--- src/rtl/dm_access_ctrl.sv ---
// Load/store controller in front of the word-organised DM_4k data memory.
// Handles byte/half/word accesses with alignment checks, little-endian lane
// selection, sign/zero extension, and read-modify-write for sub-word stores.
module dm_access_ctrl #(
  parameter int unsigned DM_AW = 10
) (
  input  logic             clk,
  input  logic             rst_n,
  input  logic             req_valid,
  output logic             req_ready,
  input  logic             req_wr,
  input  logic [1:0]       req_size,
  input  logic             req_signed,
  input  logic [31:0]      req_addr,
  input  logic [31:0]      req_wdata,
  output logic             resp_valid,
  input  logic             resp_ready,
  output logic [31:0]      resp_rdata,
  output logic             resp_err,
  output logic [DM_AW-1:0] dm_addr,
  output logic [31:0]      dm_din,
  output logic             dm_we,
  input  logic [31:0]      dm_dout
);

  typedef enum logic [2:0] {
    StIdle,
    StRd,
    StRmwRd,
    StWr,
    StResp
  } state_e;

  state_e state_q, state_d;

  // Request fields captured at acceptance; only the bits the datapath uses.
  logic [DM_AW+1:0] addr_q;
  logic [15:0]      wdata_q;
  logic [1:0]       size_q;
  logic             signed_q;

  logic             resp_valid_q;
  logic             resp_err_q;
  logic [31:0]      resp_rdata_q;
  logic [31:0]      dm_din_q;

  logic             accept;
  logic             req_err;
  logic [7:0]       byte_sel;
  logic [15:0]      half_sel;
  logic [31:0]      load_data;
  logic [31:0]      merge_data;

  assign accept = req_valid & req_ready;

  // Reject reserved sizes, misaligned accesses and addresses outside the 4 KiB window.
  always_comb begin
    req_err = 1'b0;
    if (req_size == 2'b11) req_err = 1'b1;
    if ((req_size == 2'b01) && req_addr[0]) req_err = 1'b1;
    if ((req_size == 2'b10) && (req_addr[1:0] != 2'b00)) req_err = 1'b1;
    if (|req_addr[31:DM_AW+2]) req_err = 1'b1;
  end

  // Lane extraction and extension for loads.
  always_comb begin
    byte_sel  = dm_dout[{addr_q[1:0], 3'b000} +: 8];
    half_sel  = dm_dout[{addr_q[1], 4'b0000} +: 16];
    load_data = dm_dout;
    case (size_q)
      2'b00:   load_data = signed_q ? {{24{byte_sel[7]}}, byte_sel} : {24'h0, byte_sel};
      2'b01:   load_data = signed_q ? {{16{half_sel[15]}}, half_sel} : {16'h0, half_sel};
      default: load_data = dm_dout;
    endcase
  end

  // Merge store data into the word read back, keeping untouched lanes.
  always_comb begin
    merge_data = dm_dout;
    if (size_q == 2'b00) begin
      merge_data[{addr_q[1:0], 3'b000} +: 8] = wdata_q[7:0];
    end else begin
      merge_data[{addr_q[1], 4'b0000} +: 16] = wdata_q;
    end
  end

  // Next-state decode and handshake ready.
  always_comb begin
    state_d   = state_q;
    req_ready = 1'b0;
    case (state_q)
      StIdle: begin
        req_ready = 1'b1;
        if (req_valid) begin
          if (req_err)                 state_d = StResp;
          else if (!req_wr)            state_d = StRd;
          else if (req_size == 2'b10)  state_d = StWr;
          else                         state_d = StRmwRd;
        end
      end
      StRd:    state_d = StResp;
      StRmwRd: state_d = StWr;
      StWr:    state_d = StResp;
      StResp:  if (resp_ready) state_d = StIdle;
      default: state_d = StIdle;
    endcase
  end

  // State register.
  always_ff @(posedge clk) begin
    if (!rst_n) state_q <= StIdle;
    else        state_q <= state_d;
  end

  // Request capture, response registers and write-data register.
  always_ff @(posedge clk) begin
    if (!rst_n) begin
      addr_q       <= '0;
      wdata_q      <= '0;
      size_q       <= '0;
      signed_q     <= 1'b0;
      resp_valid_q <= 1'b0;
      resp_err_q   <= 1'b0;
      resp_rdata_q <= '0;
      dm_din_q     <= '0;
    end else begin
      if (accept) begin
        addr_q   <= req_addr[DM_AW+1:0];
        wdata_q  <= req_wdata[15:0];
        size_q   <= req_size;
        signed_q <= req_signed;
        if (req_err) begin
          resp_valid_q <= 1'b1;
          resp_err_q   <= 1'b1;
          resp_rdata_q <= '0;
        end else if (req_wr && (req_size == 2'b10)) begin
          dm_din_q <= req_wdata;
        end
      end
      if (state_q == StRd) begin
        resp_valid_q <= 1'b1;
        resp_rdata_q <= load_data;
      end
      if (state_q == StRmwRd) dm_din_q <= merge_data;
      if (state_q == StWr) resp_valid_q <= 1'b1;
      if ((state_q == StResp) && resp_ready) begin
        resp_valid_q <= 1'b0;
        resp_err_q   <= 1'b0;
        resp_rdata_q <= '0;
      end
    end
  end

  // Memory port drive; write enable gated by reset so an abandoned write never lands.
  always_comb begin
    dm_addr = '0;
    if ((state_q == StRd) || (state_q == StRmwRd) || (state_q == StWr)) begin
      dm_addr = addr_q[DM_AW+1:2];
    end
    dm_we = (state_q == StWr) && rst_n;
  end

  assign dm_din     = dm_din_q;
  assign resp_valid = resp_valid_q;
  assign resp_err   = resp_err_q;
  assign resp_rdata = resp_rdata_q;

endmodule

--- config.mk ---
export PLATFORM = sky130hd
export DESIGN_NAME = dm_access_ctrl
export DESIGN_NICKNAME = d
export VERILOG_FILES = /design/src/rtl/dm_access_ctrl.sv
export SDC_FILE = /design/constraint.sdc
export NUM_CORES = 1
export LEC_CHECK = 0
export CAP_MARGIN = 10
export CORE_ASPECT_RATIO = 1.75
export CORE_MARGIN = 3
export CORE_UTILIZATION = 35
export DETAILED_ROUTE_END_ITERATION = 8
export PLACE_DENSITY = 0.66
export SLEW_MARGIN = 20
export SYNTH_ARGS = -nofsm -noshare
export SYNTH_HDL_FRONTEND = slang
export SYNTH_SLANG_ARGS = --single-unit
--- constraint.sdc ---
create_clock -name clk -period 2.1 [get_ports clk]
set_input_delay 0.63 -clock clk [delete_from_list [all_inputs] [get_ports clk]]
set_output_delay 0.63 -clock clk [all_outputs]
set_load 0.03 [all_outputs]
Word-level counts from Yosys, hierarchy flattened
Index checks and enable logic that the tools add are counted.
Operators by class
  add/subtract/negate cells: 2
  equality and inequality tests: 11
  shift operators: 6
  muxes and demuxes: 29
  bitwise gates (word level): 2
  reductions and logical operators: 24
Operators by type and width (number)
  $mux 32: 10
  $bwmux 32: 2
  $pmux 32 s2: 1
  $shift 16x7->32 const A: 1
  $shift 8x7->32 const A: 1
  $shiftx 16x7->32: 1
  $shiftx 32x6->16: 1
  $shiftx 32x6->8: 1
  $shiftx 8x7->32: 1
  $reduce_or 20->1: 1
  $neg 5->7: 2
  $pmux 3 s4: 1
  $mux 1: 10
  $mux 10: 1
  $reduce_bool 2->1: 5
  $mux 3: 3
  $reduce_and 2->1: 4
  $eq 3x2->1 const B: 2
  $reduce_bool 3->1: 2
  $logic_and 1x1->1: 5
  $eq 2x1->1 const B: 2
  $eq 2x2->1 const B: 2
  $ne 2x2->1 const B: 2
  $reduce_or 2->1: 2
  10 further kinds: 11
Storage, ports and cells
  register bits: 100
  bits of input ports: 104
  output and inout bits: 78

Logic depth before layout (Yosys ltp)
Gate-level depths: netlist of run 1.
  depth in word-level cells: 9
  mapped depth: 10
  mapped depth without buffers: 7

Least setup slack after synthesis of run 1
OpenSTA, ideal clock, no wires.
  path kind: register -> register
  from: reg addr_q[1]
  to: reg dm_din_q[16] (netlist: dm_din[16])
  library setup time: 0.072 ns
  data arrival time: 2.191 ns
  data required time: 2.028 ns
  setup slack: -0.163 ns
  cell stages (with the launch flop): 11
  buffers on the path: 3
  period minus slack after synthesis: 2.263 ns
  path through: dfxtp_1 -> buf_4 -> buf_4 -> clkinv_1 -> ha_1 -> nor4bb_1 -> clkbuf_1 -> a221oi_1 -> o21ai_0 -> nand2_1 -> mux2i_1
On the way
  cells in the longest elaborated chain, start to end: 5
  elaborated cells on any way between the ends: 10
  classes of those cells: add/sub: 2; shift: 4; mux: 4
Ends and longest elaborated chain
  start, declared: RTL line 37  | logic [DM_AW+1:0] addr_q;
  start signal, assigned: RTL line 128  | addr_q <= req_addr[DM_AW+1:0];
  $neg 5->7, on equally long branches: RTL line 83, 81
  $shiftx 16x7->32, or another cell as far along: RTL line 83  | merge_data[{addr_q[1], 4'b0000} +: 16] = wdata_q;
  $bwmux 32, on equally long branches: RTL line 83, 81
  $mux 32 (*): RTL line 80  | if (size_q == 2'b00) begin
  $mux 32 (*): RTL line 144  | if (state_q == StRmwRd) dm_din_q <= merge_data;
  end signal, assigned: RTL line 137  | dm_din_q <= req_wdata;
  end signal, assigned: RTL line 144
  end, declared: RTL line 45  | logic [31:0] dm_din_q;
Mark *: on every way between the ends. The rest lies on a longest branch, timed or not.
A chain may end at the register's enable or synchronous reset.

Worst setup path after layout of run 1
  from: in req_addr[19]
  to: reg dm_din_q[10] (netlist: dm_din[10])
On the way
  cells in the longest elaborated chain, start to end: 4
Ends and longest elaborated chain
  start, declared: RTL line 14  | input logic [31:0] req_addr,
  $reduce_or 20->1: RTL line 62  | if (|req_addr[31:DM_AW+2]) req_err = 1'b1;
  $mux 1: RTL line 62
  $ne 2x1->1 (no line)
  $reduce_and 3->1 (no line)
No other way between the ends.

==> results of run 1 <==
==> through the flow <==
step	area (um^2)	setup TNS, ps
floorplan	5595	0
global placement	7834	-20980
detailed placement	7834	-22350
CTS	8124	0
global route	8391	-3695
finish	8391	-832.3
==> layout make-up <==
cell class | instances | share of cell area, %
Inverter | 9 | 0.4175
Clock inverter | 4 | 0.2982
Antenna cell | 1 | 0.02982
Multi-Input combinational cell | 530 | 40.40
Clock buffer | 12 | 2.938
Timing Repair Buffer | 240 | 29.23
Tap cell | 186 | 2.774
Sequential cell | 100 | 23.92
==> cells by family (layout without fill, tap and decap cells) <==
family	Yosys count	after routing	share of synthesized area, %
AND/OR/NAND/NOR	239	239	19.34
AO/OA/AOI/OAI	210	211	24.22
flip-flops	100	100	35.81
multiplexers	75	75	14.17
buffers and inverters	66	265	5.349
adder cells (fa/ha/maj)	5	5	1.119
other	0	1	0
==> worst register-to-register path, stage by stage (launching register included) <==
cell     delay, ps
dfxtp_4        390
buf_12         200
mux2i_4        330
mux2i_2        140
a21oi_2        190
nor4_4          70
buf_4          180
a221o_1        330
==> power breakdown <==
part           switching, mW  internal [mW]  leakage, nW
logic                  0.551          0.513         2.53
registers             0.0671           1.94        0.812
clock network          0.737          0.834        0.129
total                   1.36           3.29         3.47
==> layer usage <==
metal  GRT usage [%]  vias up  wire [um]
met1           26.80     2864       7918
met3           3.714       74       1184
met4           11.31        0       1230
li1                -     2885          -
met5               0        -          0
met2           40.46      285      11500
==> Yosys cell counts (6+ instances only) <==
cell type and n:
buf_4 6, buf_2 11, a221o_1 7, nor3_1 9
mux2_2 33, a21oi_1 58, buf_1 9, dfxtp_1 100
clkbuf_1 29, nand2_1 167, o21ai_0 45, o21ai_1 31
inv_1 7, mux2i_1 42, nor2_1 17, and2_1 11
a221oi_1 32, and3_1 8, o2bb2ai_1 23
==> sequential cells by signal (all words and copies together), names as in the netlist <==
register and flops:
state_q 3, addr_q 12, signed_q 1, resp_valid 1, dm_din 32, resp_err 1, wdata_q 16, size_q 2
resp_rdata 32
==> path summary, 6_finish.rpt <==
kind / start / end / slack (ps) / cells past startpoint
max: req_addr[19] / dm_din[10]$_SDFFE_PN0P_ / -40 / 9
max reg2reg: addr_q[1]$_SDFFE_PN0P_ / resp_rdata[14]$_SDFFE_PP0P_ / 170 / 7
min reg2reg: addr_q[11]$_SDFFE_PN0P_ / addr_q[11]$_SDFFE_PN0P_ / 450 / 2
min: addr_q[11]$_SDFFE_PN0P_ / addr_q[11]$_SDFFE_PN0P_ / 450 / 2
==> cell usage in the layout, fill, tap and decap left out, types with 8 or more instances in the layout <==
cell,count
a221oi_1,32
mux2_2,33
mux2i_1,40
nor3_1,9
and3_1,8
dfxtp_1,98
clkdlybuf4s50_1,155
nor2_1,16
clkbuf_16,12
dlymetal6s2s_1,13
o21ai_0,45
o21ai_1,31
buf_4,52
buf_12,10
nand2_1,167
and2_1,11
o2bb2ai_1,22
a21oi_1,57
==> repair_timing <==
item,in CTS,in global routing
setup endpoints to repair,26,72
endpoints found under the hold margin,0,0
cloned,0,5
pin swaps,0,19
setup buffers,0,5
gates resized for setup,4,30
==> metrics.md, run 1 <==
| Metric | Value |
|---|---|
| Violated checks | `setup timing` |
| Clk slew on worst S/H paths | `about 70 ps` |
| Clock skew | `between 8 and 9 ps` |
| Fill cell count | `about 1500` |
| # DRC | `0` |
| Slowest CP cell | `clkdlybuf4s50_1` |
| Avg Inst Size Synth | `8.044 um^2` |
| 1st-iter DRT viols | `slightly above 300` |
| Pin count of the biggest net entering global routing | `65` |
| Setup WS pre-CTS | `-479.8 ps` |
| Die span in x | `101.5 um` |
| Post-synth EDFFs | `0` |
| Core area | `15540 um^2` |
| Avg Vias per Cell | `around 5.6` |
| RSZ-0062 raised after global routing | `true` |
| Vias in the first global route | `around 5800` |
| Cell mode on critical path | `buf_6` |
| Final Non-Filler Cells | `~1100` |
| CP endpoint kind | `flip-flop` |
| Mapped cell area | `between 5000 and 6000 um^2` |
| CTS H-tree lvls | `3` |
| Max Cap Viol | `0` |
| FP Rows | `60` |
| Multi-input combinational cell area | `between 3000 and 4000 um^2` |
| Drt pass-1 iters | `5` |
| CP arrival | `approximately 2400 ps` |
| Slowest stage delay, CP | `around 400 ps` |
| Total power | `4.646 mW` |
| # hold bufs at CTS | `0` |
| Cell taking the most area after synthesis | `dfxtp_1` |
| Hold WS | `449.2 ps` |
| Syn. warnings | `0` |
| Final Hold Violating Endpoints | `0` |
| Crit share post-route | `102.0%` |
| Core Util, Final | `approximately 54%` |
| Fin. max-slew vios | `0` |
| IO Pins | `around 180` |
| Placer congestion estimate | `about 0.86` |
| CTS buffer count | `9` |
| Share of layout cells above drive strength 1 | `between 10% and 20%` |
| Initial antenna violation count | `1` |
| Largest cells by area after synthesis | `dfxtp_1, nand2_1, mux2i_1` |
| Wirelength per Cell | `between 20 and 25 um` |
| CP Max Fanout | `8` |
| Antenna-violating nets left | `0` |
| Clock latency on the worst-skew pair | `350 ps` |
| Synthesis-to-finish area growth | `50.09%` |
| Chip height | `about 170 um` |
| Fmax | `466.9 MHz` |
| Outcome | `finished with violations` |
| Cells after DPL | `~1100` |
| WP buf/inv | `4` |
| Final WL | `roughly 22000 um` |
| CP Launch Type | `input pin` |
| Layout Nets | `999` |
| Asr flop ratio synth | `0%` |
| First-pass GRT wire length | `about 32000 um` |
| Root Buffer | `clkbuf_16` |
| Register area share after synthesis | `35.81%` |
| CP required | `2340 ps` |
| Setup violators final | `32` |
| Pwr dens | `553.7 nW/um^2` |
| Min-delay worst type | `reg -> reg` |
| CTS tree | `built` |
| Synth Flop Type | `dfxtp_1` |
| Reg area | `approximately 2000 um^2` |
| IO Port Bufs | `~180` |
| Slew headroom | `a little under three fifths` |
| Total track usage | `a little under a quarter` |
| Minimum clock period after layout | `between 2000 and 2500 ps` |
| Kind of cell adding the most delay to the critical path | `buffers and inverters` |
| Cell Chain, Critical Path | `clkdlybuf4s50_1, nor4_1, o211ai_1, nor2_4, buf_6, a31oi_4, buf_6, clkbuf_16, mux2i_1` |
| Top cell type's share of synthesized area | `35.81%` |
| Mapped Cells | `a little under 700` |
| Synth cell types | `51` |
| FF+latch count, synth | `100` |
| Syn nets | `804` |
| Starting density of the core | `between 30 and 40%` |
| Tightest Pin Transition | `~670 ps` |
| Vias after detailed routing | `6108` |
| GRT Residual Overflow | `0` |
| Die area | `17580 um^2` |
| Leakage power | `3.466 nW` |
| Min setup slack post-route | `-41.58 ps` |
| Deepest clock path buffer count | `2` |
| CP Class | `in -> reg` |
| CTS Sinks | `100` |
| Max VDD drop | `0.3490 mV` |
| DP HPWL | `15740 um` |
Note: power is estimated with default switching activity, not from simulation.
==> run 2: changes to the inputs <==
--- a/config.mk
+++ b/config.mk
@@ -10,6 +10,7 @@
 export CORE_MARGIN = 3
 export CORE_UTILIZATION = 35
 export DETAILED_ROUTE_END_ITERATION = 8
+export MAX_ROUTING_LAYER = met4
 export PLACE_DENSITY = 0.66
 export SLEW_MARGIN = 20
 export SYNTH_ARGS = -nofsm -noshare
==> metrics.md, run 2 (synthesized netlist as in run 1, its figures left out) <==
| Metric | Value |
|---|---|
| Outcome | `finished with violations` |
| Violated checks | `setup timing` |
| Hold path endpoint | `addr_q[11]$_SDFFE_PN0P_` |
| Clock latency on the worst-skew pair | `around 350 ps` |
| RSZ-0062 raised after global routing | `true` |
| Avg Vias per Cell | `approximately 5.6` |
| Hold path startpoint | `addr_q[11]$_SDFFE_PN0P_` |
| Max Cap Viol | `0` |
| Area after DPL | `7834 um^2` |
| CTS buffer count | `9` |
| Deepest clock path buffer count | `2` |
| Design area | `8371 um^2` |
| Max VDD drop | `approximately 0.35 mV` |
| Slew headroom | `54.37%` |
| Reg-to-reg slack, setup | `between 150 and 200 ps` |
| DP HPWL | `between 15000 and 20000 um` |
| Vias in the first global route | `around 5800` |
| Total track usage | `23.85%` |
| Final Hold Violating Endpoints | `0` |
| FF-to-FF End | `resp_rdata[14]$_SDFFE_PP0P_` |
| Pwr dens | `~560 nW/um^2` |
| CP arrival | `around 2400 ps` |
| Metal3 WL | `about 1100 um` |
| Minimum clock period after layout | `about 2100 ps` |
| GRT Residual Overflow | `0` |
| Initial antenna violation count | `1` |
| R2R cell count | `7` |
| Met2 wire len | `between 10000 and 15000 um` |
| Final Non-Filler Cells | `approximately 1100` |
| Met1 wire length | `8077 um` |
| CTS Sinks | `100` |
| Fmax | `about 470 MHz` |
| Layout Nets | `~1000` |
| Vias after detailed routing | `~6100` |
| Worst R2R Start | `addr_q[1]$_SDFFE_PN0P_` |
| Core area | `around 16000 um^2` |
| Clock skew | `slightly below 10 ps` |
| CTS tree | `built` |
| Root Buffer | `clkbuf_16` |
| 1st-iter DRT viols | `289` |
| CTS H-tree lvls | `3` |
| Most frequent cells in the layout | `nand2_1, clkdlybuf4s50_1, dfxtp_1` |
| Die span in x | `101.5 um` |
| Pin count of the biggest net entering global routing | `65` |
| Setup violators final | `32` |
| CP Launch Type | `input pin` |
| Min-delay worst type | `reg -> reg` |
| Final WL | `~22000 um` |
| CP Class | `in -> reg` |
| Placer congestion estimate | `~0.87` |
| Crit share post-route | `101.9%` |
| Fin. max-slew vios | `0` |
| CP required | `approximately 2300 ps` |
| CP Max Fanout | `8` |
| Top Layer Used | `met4` |
| Share of layout cells above drive strength 1 | `16.09%` |
| IO Port Bufs | `around 180` |
| First-pass GRT wire length | `around 32000 um` |
| # DRC | `0` |
| FP Rows | `60` |
| Starting density of the core | `between 30 and 40%` |
| Cells after DPL | `roughly 1100` |
| IO Pins | `182` |
| Leakage power | `roughly 3.5 nW` |
| Antenna-violating nets left | `0` |
| Clk slew on worst S/H paths | `70 ps` |
| Die area | `17580 um^2` |
| Final setup TNS | `-754.8 ps` |
| Wirelength per Cell | `just over 20 um` |
| Cell depth of the worst min-delay path | `2` |
| Synthesis-to-finish area growth | `49.73%` |
| Tightest Pin Transition | `approximately 680 ps` |
| Drt pass-1 iters | `8` |
| CP endpoint kind | `flip-flop` |
| Commonest non-fill, non-tap cell in the layout | `nand2_1` |
| Core Util, Final | `between 50% and 60%` |
| Chip height | `around 170 um` |
| Min setup slack post-route | `-40.71 ps` |
| Total power | `4.652 mW` |
-- run 2: changes by cell type in the layout (fill, tap and decap cells not counted), sizes merged --
cell           before  now
clkdlybuf4s50     155  152
buf                69   70
clkbuf             15   14
dlymetal6s2s       13   16
-- run 2: worst max-delay path by stage --
| stage | endpoint | from | slack, ps |
|---|---|---|---|
| 2_1_floorplan | dm_din[16]$_SDFFE_PN0P_ | addr_q[1]$_SDFFE_PN0P_ | 20 |
| 3_3_place_gp | resp_rdata[26]$_SDFFE_PP0P_ | dm_dout[23] | -420 |
| 3_5_place_dp | resp_rdata[27]$_SDFFE_PP0P_ | dm_dout[23] | -480 |
| 4_1_cts | resp_rdata[14]$_SDFFE_PP0P_ | dm_dout[23] | 10 |
| 5_1_grt | dm_din[10]$_SDFFE_PN0P_ | req_addr[19] | -110 |
| 6_report | dm_din[10]$_SDFFE_PN0P_ | req_addr[19] | -40 |
-- run 2: stage by stage --
step	setup slack, ps	hold WS [ps]
after floorplan	24.01	431.7
after global placement	-424.2	437.4
after detailed placement	-479.8	443.3
after CTS	12.56	452.2
after global routing	-110.5	470.3
final	-40.71	449.3
-- run 2: repair_timing --
item / in CTS / in global routing
pin swaps: 0 / 17
endpoints found under the setup margin: 26 / 72
hold buffers: 0 / 0
buffers inserted: 0 / 6
gates resized for setup: 4 / 31
gates cloned: 0 / 4
endpoints found under the hold margin: 0 / 0
-- run 2: final cells by class --
cell class / instances / area (um^2)
Clock inverter: 4 / 25.02
Multi-Input combinational cell: 530 / 3383
Fill cell: 1495 / 7169
Sequential cell: 100 / 2007
Tap cell: 186 / 232.7
Inverter: 9 / 35.03
Clock buffer: 12 / 246.5
Antenna cell: 1 / 2.502
Timing Repair Buffer: 240 / 2439
-- run 2: routing by layer --
metal,GRT usage (%),vias to the layer above
met5,-,-
met4,11.65,0
met3,2.745,67
met2,40.46,286
met1,27.23,2861
li1,-,2893
-- run 2: report_power, final --
| group | total, mW | internal (mW) | leakage, nW | switching, mW |
|---|---|---|---|---|
| Combinational | 1.05 | 0.505 | 2.54 | 0.549 |
| Sequential | 2.01 | 1.94 | 0.812 | 0.0666 |
| Clock | 1.59 | 0.835 | 0.129 | 0.752 |
-- run 2: worst max-delay path, stage by stage --
cell and delay [ps]:
clkdlybuf4s50_1 400, nor4_1 270, o211ai_1 200, nor2_4 210, buf_6 130, a31oi_4 80
buf_6 150, clkbuf_16 170, mux2i_1 120
==> run 3: changes to the inputs <==
--- a/config.mk
+++ b/config.mk
@@ -10,6 +10,7 @@
 export CORE_MARGIN = 3
 export CORE_UTILIZATION = 35
 export DETAILED_ROUTE_END_ITERATION = 8
+export GPL_ROUTABILITY_DRIVEN = 0
 export MAX_ROUTING_LAYER = met4
 export PLACE_DENSITY = 0.66
 export SLEW_MARGIN = 20
==> results of run 3 <==
Final layout, timing and power as in run 2 (identical DEF).
